## src/rtl/seq_alu_pkg.sv

```systemverilog
// Shared opcode mnemonics, FSM state type and opcode helpers for seq_alu.
package seq_alu_pkg;

    typedef enum logic [3:0] {
        ADD = 4'd0,
        SUB = 4'd1,
        AND = 4'd2,
        NOR = 4'd3,
        XOR = 4'd4,
        LSH = 4'd5,
        RSH = 4'd6,
        SEQ = 4'd7,
        SNE = 4'd8,
        SGT = 4'd9,
        SLT = 4'd10,
        MUL = 4'd11,
        DIV = 4'd12,
        REM = 4'd13
    } op_mne_t;

    typedef enum logic [1:0] {
        IDLE,
        ITER,
        FIN
    } alu_state_t;

    // Iterator modes: shift-add multiply or restoring divide.
    localparam logic MODE_MUL = 1'b0;
    localparam logic MODE_DIV = 1'b1;

    // True for the opcodes that run through the W-cycle iterator.
    function automatic logic is_iter_op(input logic [3:0] op);
        return (op == MUL) || (op == DIV) || (op == REM);
    endfunction

endpackage

```

## src/rtl/seq_alu_mul_div_iter.sv

```systemverilog
// Iterative unsigned multiply (shift-add) and divide (restoring), one bit per cycle.
// After W steps: MUL gives {hi, lo} = a*b; DIV gives lo = quotient, hi = remainder.
// A zero divisor naturally yields lo = all ones and hi = a.
module mul_div_iter
    import seq_alu_pkg::*;
#(
    parameter int W = 8
) (
    input  logic         clk,
    input  logic         rst,
    input  logic         load,
    input  logic         mode,
    input  logic [W-1:0] a,
    input  logic [W-1:0] b,
    output logic         done_iter,
    output logic [W-1:0] hi,
    output logic [W-1:0] lo
);

    localparam int CW = (W > 2) ? $clog2(W) : 1;

    logic [W-1:0]  r_hi;
    logic [W-1:0]  r_lo;
    logic [W-1:0]  r_b;
    logic          r_mode;
    logic          r_active;
    logic [CW-1:0] r_cnt;

    logic [W:0]    w_add;
    logic [W:0]    w_trial;
    logic [W-1:0]  w_diff;
    logic          w_ge;

    // One step of each algorithm, computed from the current shift registers.
    always_comb begin
        w_add   = {1'b0, r_hi} + (r_lo[0] ? {1'b0, r_b} : '0);
        w_trial = {r_hi, r_lo[W-1]};
        w_ge    = (w_trial >= {1'b0, r_b});
        // Exact whenever w_ge holds, since the partial remainder stays below 2*B.
        w_diff  = w_trial[W-1:0] - r_b;
    end

    // Load operands on a launch, then advance one step per cycle for W cycles.
    always_ff @(posedge clk or posedge rst) begin
        if (rst) begin
            r_hi     <= '0;
            r_lo     <= '0;
            r_b      <= '0;
            r_mode   <= MODE_MUL;
            r_active <= 1'b0;
            r_cnt    <= '0;
        end else if (load) begin
            r_hi     <= '0;
            r_lo     <= a;
            r_b      <= b;
            r_mode   <= mode;
            r_active <= 1'b1;
            r_cnt    <= '0;
        end else if (r_active) begin
            if (r_mode == MODE_MUL) begin
                r_hi <= w_add[W:1];
                r_lo <= {w_add[0], r_lo[W-1:1]};
            end else begin
                r_hi <= w_ge ? w_diff : w_trial[W-1:0];
                r_lo <= {r_lo[W-2:0], w_ge};
            end
            r_cnt <= r_cnt + CW'(1);
            if (r_cnt == CW'(W - 1)) begin
                r_active <= 1'b0;
            end
        end
    end

    assign done_iter = r_active && (r_cnt == CW'(W - 1));
    assign hi        = r_hi;
    assign lo        = r_lo;

endmodule

```

## src/rtl/seq_alu.sv

```systemverilog
// Multi-cycle ALU with Start/Busy/Done handshake. Single-cycle ops finish in FIN
// directly; MUL/DIV/REM run W cycles in the iterator first. Results and flags
// are registered in FIN and held until the next completion.
module seq_alu
    import seq_alu_pkg::*;
#(
    parameter int W   = 8,
    parameter int Ops = 4
) (
    input  logic           Clk,
    input  logic           Reset,
    input  logic           Start,
    input  logic [W-1:0]   InputA,
    input  logic [W-1:0]   InputB,
    input  logic [Ops-1:0] OP,
    input  logic           SC_in,
    output logic [W-1:0]   Out,
    output logic [W-1:0]   OutHi,
    output logic           Busy,
    output logic           Done,
    output logic           Zero,
    output logic           Parity,
    output logic           Odd,
    output logic           Carry,
    output logic           DivZero
);

    alu_state_t   r_state;
    alu_state_t   w_next;
    logic         r_busy;
    logic [W-1:0] r_a;
    logic [W-1:0] r_b;
    logic [3:0]   r_op;
    logic         r_oob;
    logic         r_sc;

    logic [3:0]   w_op;
    logic         w_oob;
    logic         w_iter_op;
    logic         w_accept;
    logic         w_load;
    logic         w_mode;
    logic         w_done_iter;
    logic [W-1:0] w_it_hi;
    logic [W-1:0] w_it_lo;

    logic [W:0]   w_sum;
    logic [W-1:0] w_res;
    logic [W-1:0] w_res_hi;
    logic         w_carry;
    logic         w_dz;

    // Opcodes beyond the 4-bit mnemonic range behave as unused opcodes.
    assign w_op      = 4'(OP);
    assign w_oob     = (OP >> 4) != '0;
    assign w_iter_op = !w_oob && is_iter_op(w_op);
    assign w_accept  = Start && (r_state == IDLE) && !r_busy;
    assign w_load    = w_accept && w_iter_op;
    assign w_mode    = (w_op == MUL) ? MODE_MUL : MODE_DIV;

    mul_div_iter #(.W(W)) u_iter (
        .clk       (Clk),
        .rst       (Reset),
        .load      (w_load),
        .mode      (w_mode),
        .a         (InputA),
        .b         (InputB),
        .done_iter (w_done_iter),
        .hi        (w_it_hi),
        .lo        (w_it_lo)
    );

    // State register.
    always_ff @(posedge Clk or posedge Reset) begin
        if (Reset) begin
            r_state <= IDLE;
        end else begin
            r_state <= w_next;
        end
    end

    // Next-state logic.
    always_comb begin
        w_next = r_state;
        case (r_state)
            IDLE:    if (w_accept) w_next = w_iter_op ? ITER : FIN;
            ITER:    if (w_done_iter) w_next = FIN;
            FIN:     w_next = IDLE;
            default: w_next = IDLE;
        endcase
    end

    // Busy covers the op and the Done cycle, so a new Start lands the cycle after Done.
    always_ff @(posedge Clk or posedge Reset) begin
        if (Reset) begin
            r_busy <= 1'b0;
        end else begin
            r_busy <= w_accept || (r_state != IDLE);
        end
    end

    // Capture operands and opcode at an accepted Start.
    always_ff @(posedge Clk or posedge Reset) begin
        if (Reset) begin
            r_a   <= '0;
            r_b   <= '0;
            r_op  <= '0;
            r_oob <= 1'b0;
            r_sc  <= 1'b0;
        end else if (w_accept) begin
            r_a   <= InputA;
            r_b   <= InputB;
            r_op  <= w_op;
            r_oob <= w_oob;
            r_sc  <= SC_in;
        end
    end

    // Result selection: single-cycle datapath or iterator outputs.
    always_comb begin
        w_sum    = '0;
        w_res    = '0;
        w_res_hi = '0;
        w_carry  = 1'b0;
        w_dz     = 1'b0;
        if (!r_oob) begin
            case (r_op)
                ADD: begin
                    w_sum   = {1'b0, r_a} + {1'b0, r_b} + {{W{1'b0}}, r_sc};
                    w_res   = w_sum[W-1:0];
                    w_carry = w_sum[W];
                end
                SUB: begin
                    w_sum   = {1'b0, r_a} + {1'b0, ~r_b} + {{W{1'b0}}, 1'b1};
                    w_res   = w_sum[W-1:0];
                    w_carry = w_sum[W];
                end
                AND: w_res = r_a & r_b;
                NOR: w_res = ~(r_a | r_b);
                XOR: w_res = r_a ^ r_b;
                LSH: w_res = r_a << r_b;
                RSH: w_res = r_a >> r_b;
                SEQ: w_res = {{(W-1){1'b0}}, (r_a == r_b)};
                SNE: w_res = {{(W-1){1'b0}}, (r_a != r_b)};
                SGT: w_res = {{(W-1){1'b0}}, (r_a > r_b)};
                SLT: w_res = {{(W-1){1'b0}}, (r_a < r_b)};
                MUL: begin
                    w_res    = w_it_lo;
                    w_res_hi = w_it_hi;
                end
                DIV, REM: begin
                    w_res    = w_it_lo;
                    w_res_hi = w_it_hi;
                    w_dz     = (r_b == '0);
                end
                default: w_res = '0;
            endcase
        end
    end

    // Output and flag registers: update in FIN, hold otherwise.
    always_ff @(posedge Clk or posedge Reset) begin
        if (Reset) begin
            Out     <= '0;
            OutHi   <= '0;
            Done    <= 1'b0;
            Zero    <= 1'b1;
            Parity  <= 1'b0;
            Odd     <= 1'b0;
            Carry   <= 1'b0;
            DivZero <= 1'b0;
        end else begin
            Done <= (r_state == FIN);
            if (r_state == FIN) begin
                Out     <= w_res;
                OutHi   <= w_res_hi;
                Zero    <= ~|w_res;
                Parity  <= ^w_res;
                Odd     <= w_res[0];
                Carry   <= w_carry;
                DivZero <= w_dz;
            end
        end
    end

    assign Busy = r_busy;

endmodule

```

## config.mk

```make
export PLATFORM = sky130hd
export DESIGN_NAME = seq_alu
export DESIGN_NICKNAME = d
export VERILOG_FILES = /design/src/rtl/seq_alu_pkg.sv /design/src/rtl/seq_alu_mul_div_iter.sv /design/src/rtl/seq_alu.sv
export SDC_FILE = /design/constraint.sdc
export NUM_CORES = 1
export LEC_CHECK = 0
export CAP_MARGIN = 20
export CELL_PAD_IN_SITES_DETAIL_PLACEMENT = 1
export CELL_PAD_IN_SITES_GLOBAL_PLACEMENT = 2
export CORE_MARGIN = 4
export CORE_UTILIZATION = 36
export DETAILED_ROUTE_END_ITERATION = 16
export PLACE_DENSITY = 0.8
export SYNTH_ARGS = -nofsm -noshare
export SYNTH_HDL_FRONTEND = slang
export SYNTH_SLANG_ARGS = --single-unit
```

## constraint.sdc

```tcl
create_clock -name Clk -period 4.6 [get_ports Clk]
set_input_delay 1.38 -clock Clk [delete_from_list [all_inputs] [get_ports Clk]]
set_output_delay 1.38 -clock Clk [all_outputs]
set_load 0.02 [all_outputs]
```

==> Word level (Yosys, flattened, before mapping) <==
Index checks and enable logic that the tools add are counted.
{ "classes": {"n_reduce_logical": 19, "add_sub_neg": 7, "bitwise": 5, "magnitude_cmp": 3, "n_mux": 22, "shift": 2, "n_eq_ne": 23} }
{ "ops": {"columns": ["operator", "n"], "rows": [
  ["8-bit one-hot mux with 12 select lines", 1],
  ["8-bit 2-to-1 mux", 9],
  ["4-bit equality test (second input constant)", 9],
  ["8-bit by 8-bit adder with 9-bit output", 2],
  ["4-bit by 3-bit equality test with 1-bit output (second input constant)", 4],
  ["8-bit NOT", 2],
  ["8-bit by 9-bit adder with 9-bit output", 1],
  ["9-bit by 1-bit adder with 9-bit output", 1],
  ["9-bit by 1-bit adder with 9-bit output (second input constant)", 1],
  ["9-bit by 8-bit greater-or-equal comparator with 1-bit output", 1],
  ["8-bit AND", 1],
  ["4-bit by 2-bit equality test with 1-bit output (second input constant)", 2],
  ["8-bit equality test", 1],
  ["8-bit greater-than comparator", 1],
  ["8-bit logical NOT", 1],
  ["8-bit less-than comparator", 1],
  ["8-bit inequality test", 1],
  ["8-bit OR", 1],
  ["8-bit OR reduction", 1],
  ["8-bit XOR reduction", 1],
  ["8-bit by 8-bit left shift with 8-bit output", 1],
  ["8-bit by 8-bit >> shifter with 8-bit output", 1],
  ["8-bit subtractor", 1],
  ["8-bit bitwise XOR", 1],
  ["other kinds (21)", 35]
]} }
{ "totals": {"out_inout_bits": 23, "wordCells": 101, "in_bits": 24, "reg_bits": 75} }

==> Depth between registers and ports, before layout <==
{ "depth": {"depth_word": 6, "ltp_mapped": 16, "mapped_depth_nobuf": 14} }

==> Modules after synthesis <==
From an unflattened synthesis, not the netlist that was laid out.
{ "hier_totals": {"hier_cells": 700, "hier_area_um2": 5925.7} }
{ "by_module_without_submodules": {"columns": ["mod", "cells_each", "n_inst", "area_per_inst_um2"], "rows": [
  ["seq_alu", 447, 1, 3729.8],
  ["mul_div_iter", 253, 1, 2195.9]
]} }

==> Least setup slack after synthesis <==
No wires, ideal clock.
{ "synth_path": {"kind": "reg2reg", "from": "register r_b[0]", "to": "register Parity", "setup_slack_ps": 1405, "t_required_ps": 4464, "arrival_ps": 3060, "stages_incl_launch_ff": 14, "cell_sequence": "dfrtp_1 -> buf_2 -> buf_2 -> inv_1 -> fa_1 -> inv_1 -> fa_1 -> a222oi_1 -> o31ai_1 -> a211oi_1 -> ha_1 -> xnor2_1 -> xnor2_1 -> o21ai_0"} }
{ "synth_via": {"elab_chain_cells": 5} }
{ "synth_rtl": {"columns": ["element", "line_no", "text"], "rows": [
  ["start: declaration", "seq_alu.sv:32", "logic [W-1:0] r_b;"],
  ["start signal: assignment", "seq_alu.sv:112", "r_b <= InputB;"],
  ["8-bit NOT", "seq_alu.sv:134", "w_sum = {1'b0, r_a} + {1'b0, ~r_b} + {{W{1'b0}}, 1'b1};"],
  ["8-bit by 8-bit adder with 9-bit output", "seq_alu.sv:134", null],
  ["9-bit by 1-bit adder with 9-bit output", "seq_alu.sv:134", null],
  ["8-bit one-hot mux with 12 select lines (*)", "seq_alu.sv:127", "case (r_op)"],
  ["8-bit XOR reduction (*)", "seq_alu.sv:178", "Parity <= ^w_res;"],
  ["end signal: assignment", "seq_alu.sv:178", null],
  ["end: declaration", "seq_alu.sv:22", "output logic Parity,"]
]} }
Mark *: on every way between the ends. The rest lies on a longest branch, timed or not.
A chain may end at the register's enable or synchronous reset.

==> Worst setup path after layout <==
{ "layout_path": {"from": "register r_b[1]", "to": "register Parity"} }
Same word-level chain as after synthesis.

==> results.yml <==
routing:
  drtIter0Drc: 415
  ant_nets: 0
  viasPerCell: 5.70
  avgRoutedWirePerCell_um: 21.6
  vias: 5336
  drc: 0
  routed_wl_um: 20200
  first_pass_iters: 5
layout:
  final_cell_mix: "91 x nand2_1, 73 x dfrtp_1, 69 x o21ai_0"
  drive_gt1_frac: 0.0778
  finalInstanceArea_um2: 6750
  area_growth_pct: 15.2
  final_cells: 936
  fin_nets: 792
  final_common_cell: "nand2_1"
  antennaDiodeCount: 0
  num-fill-cells: 1896
clocking:
  cts_resized: 0
  h-tree-depth: 3
  cts_root_buf: "clkbuf_16"
  hold_buffers: 0
  path_clk_slew_ns: 0.07
  cts.sinks: 74
  numCtsBuffers: 9
  post_cts_buffers: 0
  cts_buffer_depth: 2
  tritoncts: "yes"
  clk_latency_ns: 0.34
timing:
  finalClockSkew_ns: 0.00810
  hold_viol_final: 0
  fin_crit_ns: 4.01
  fin_ws_ns: 0.589
  tightestPinTransition_ns: 1.07
  setup_viol: 0
  grt_setup_unrepaired: "false"
  finalMaxSlewViolations: 0
  finalSetupTns_ns: 0
  timing.final.crit_share: 0.872
  max_freq_mhz: 249
  maxSlewHeadroom: 0.285
  fin_hold_ws_ns: 0.471
floorplanning:
  rows: 46
  initial_utilization: 0.368
  io-pin-count: 47
  dieArea_um2: 18400
  chipHeight_um: 136
  core_area_um2: 15900
  die_w_um: 136
placed_design:
  gp_congestion: 0.950
  dp_slack_ns: 0.617
  hpwlAfterDp_um: 15700
  io_buffers: 46
  dpl_cell_area_um2: 6420
  dp.cells: 919
status:
  status: "complete, no violations"
worst_setup_path:
  cp.required_ns: 4.81
  r2r_start: "r_b[1]$_DFFE_PP0P_"
  worstPathArrival_ns: 4.22
  crit_type: "register to register"
  startpoint: "r_b[1]$_DFFE_PP0P_"
  path_cells: "inv_1, ha_1, nor2b_1, o31ai_1, nand2b_1, a21oi_1, xnor2_1, a211oi_1, ha_1, xnor2_1, xnor2_1, o21ai_0"
  crit_path_top_delay_cell: "dfrtp_1"
  crit_path_max_incr_delay_ns: 0.71
  cp_max_fo: 17
  cp-end-kind: "register"
  start_kind: "register"
  crit_path_frequent_cell: "xnor2_1"
synthesis:
  synth-compound-area-share: 0.220
  synth_top_family_by_area: "compound AO/OA/AOI/OAI gates"
  synthFlopType: "dfrtp_1"
  yosys_register_bits: 74
  syn-num-nets: 767
  synth_edf_count: 0
  synthSimpleGateAreaFrac: 0.182
  synth.area.mux_share: 0.0640
  syn_avg_cell_area_um2: 8.50
  synth.distinct_cells: 66
  synthAdderAreaFrac: 0.119
  yosysWarnings: 0
  netlist_instances: 690
  async_flop_share: 1.00
  synth-xor-area-share: 0.0299
  synth_area_um2: 5860
  seq_area_frac_synth: 0.316
run:
  maxCapViolCount: 0
grt:
  grt-ovfl-total: 0
  grt_pass1_vias: 5499
  grt_pass1_wl_um: 32200
  track_usage: 0.225
  antenna_found_initial: 1
  grt_max_degree: 75
power:
  peakVddDrop_uv: 363
  power.density_nw_per_um2: 902
  p_leak_uw: 0.00287
min_path:
  hp-class: "register to register"
  hp-start: "OutHi[1]$_DFFE_PP0P_"
[stage by stage]
| step | util | power, uW |
|---|---|---|
| 3_5_place_dp | 0.403 | 5320 |
| 6_report | 0.424 | 6090 |
| 4_1_cts | 0.422 | 6110 |
| 2_1_floorplan | - | 4120 |
| 5_1_grt | 0.424 | 6620 |
| 3_3_place_gp | 0.403 | 5220 |
[final timing paths]
path	end	slack [ns]	cells past startpoint
setup / recovery	Parity$_DFFE_PP0P_	0.59	12
hold / removal	OutHi[1]$_DFFE_PP0P_	0.47	2
setup reg to reg	Parity$_DFFE_PP0P_	0.59	12
hold reg to reg	OutHi[1]$_DFFE_PP0P_	0.47	2
max in group asynchronous	Zero$_DFFE_PP1P_	2.67	4
min in group asynchronous	r_a[5]$_DFFE_PP0P_	1.32	3
[kinds of logic (layout without fill, tap and decap cells)]
group	Yosys count	in the layout
simple gates	222	222
compound gates	202	202
buf+inv	84	114
flops	74	74
fa+ha+maj	53	53
mux	35	35
xor+xnor	20	20
[cell usage after synthesis (3+ instances only)]
master / n / share of area
xnor2_1: 15 / 0.022
nand2_1: 91 / 0.058
o31ai_1: 4 / 0.0051
ha_1: 48 / 0.10
nor3_1: 20 / 0.017
and2_1: 10 / 0.011
nand3b_1: 3 / 0.0038
clkbuf_1: 22 / 0.014
mux2_4: 3 / 0.0077
buf_6: 4 / 0.0077
a32oi_1: 5 / 0.0075
and3_1: 4 / 0.0043
nand2b_1: 7 / 0.0075
nand3_1: 19 / 0.016
nor4_1: 6 / 0.0064
o21ai_0: 69 / 0.059
a211oi_1: 9 / 0.012
fa_1: 5 / 0.017
buf_4: 3 / 0.0038
o211ai_1: 6 / 0.0077
o21ai_1: 3 / 0.0026
inv_1: 42 / 0.027
a221oi_1: 3 / 0.0045
buf_2: 9 / 0.0077
nand4_1: 7 / 0.0075
a21oi_2: 4 / 0.0060
a21oi_1: 42 / 0.036
nor3b_1: 4 / 0.0051
a311oi_1: 3 / 0.0045
nor2b_1: 7 / 0.0075
clkbuf_8: 4 / 0.0094
a31oi_1: 7 / 0.0075
a32o_1: 3 / 0.0051
mux2_2: 8 / 0.015
a211o_1: 3 / 0.0045
o22ai_1: 5 / 0.0053
nor2_1: 34 / 0.022
xor2_1: 5 / 0.0075
o21a_1: 6 / 0.0077
dfrtp_1: 73 / 0.31
nor3_2: 3 / 0.0051
mux2i_1: 24 / 0.041
a21o_1: 6 / 0.0077
[power by group]
| group | switching, uW | leakage (uW) | internal, uW |
|---|---|---|---|
| logic | 2310 | 0.00179 | 1630 |
| registers | 470 | 0.000930 | 935 |
| clock network | 320 | 0.000145 | 430 |
| total | 3100 | 0.00287 | 2990 |
[worst max-delay path: cells and delay by family, from the launching register on]
family          cells  cell delay [ns]
buf+inv             1             0.33
xor+xnor            3             0.43
flops               1             0.71
simple gates        2             0.29
compound gates      4             1.31
fa+ha+maj           2             0.78
[cell type report]
cell class | instances | area (um^2) | area share
repair buffers | 56 | 556 | 0.0823
well taps | 216 | 270 | 0.0400
clock inverters | 7 | 82.6 | 0.0122
flip-flops and latches | 74 | 1850 | 0.274
clock buffers | 9 | 225 | 0.0333
multi-input cells | 532 | 3610 | 0.534
inverters | 42 | 158 | 0.0233
[state kept, by name, indices dropped and copies added, names as in the netlist, 2 cells and up]
register      count
r_b               8
u_iter.lo         8
u_iter.r_cnt      3
r_op              4
r_state           2
u_iter.hi         8
r_a               8
OutHi             8
u_iter.r_b        8
Out               8
[routing by layer]
metal / vias to the layer above / share of wire / routed length, um / track usage
met5: - / 0.00064 / 13 / 0
met1: 2672 / 0.49 / 9810 / 0.331
li1: 2510 / - / - / -
met4: 2 / 0.0094 / 189 / 0.0437
met3: 19 / 0.048 / 973 / 0.0394
met2: 133 / 0.46 / 9220 / 0.349
Note: power is estimated with default switching activity, not from simulation.
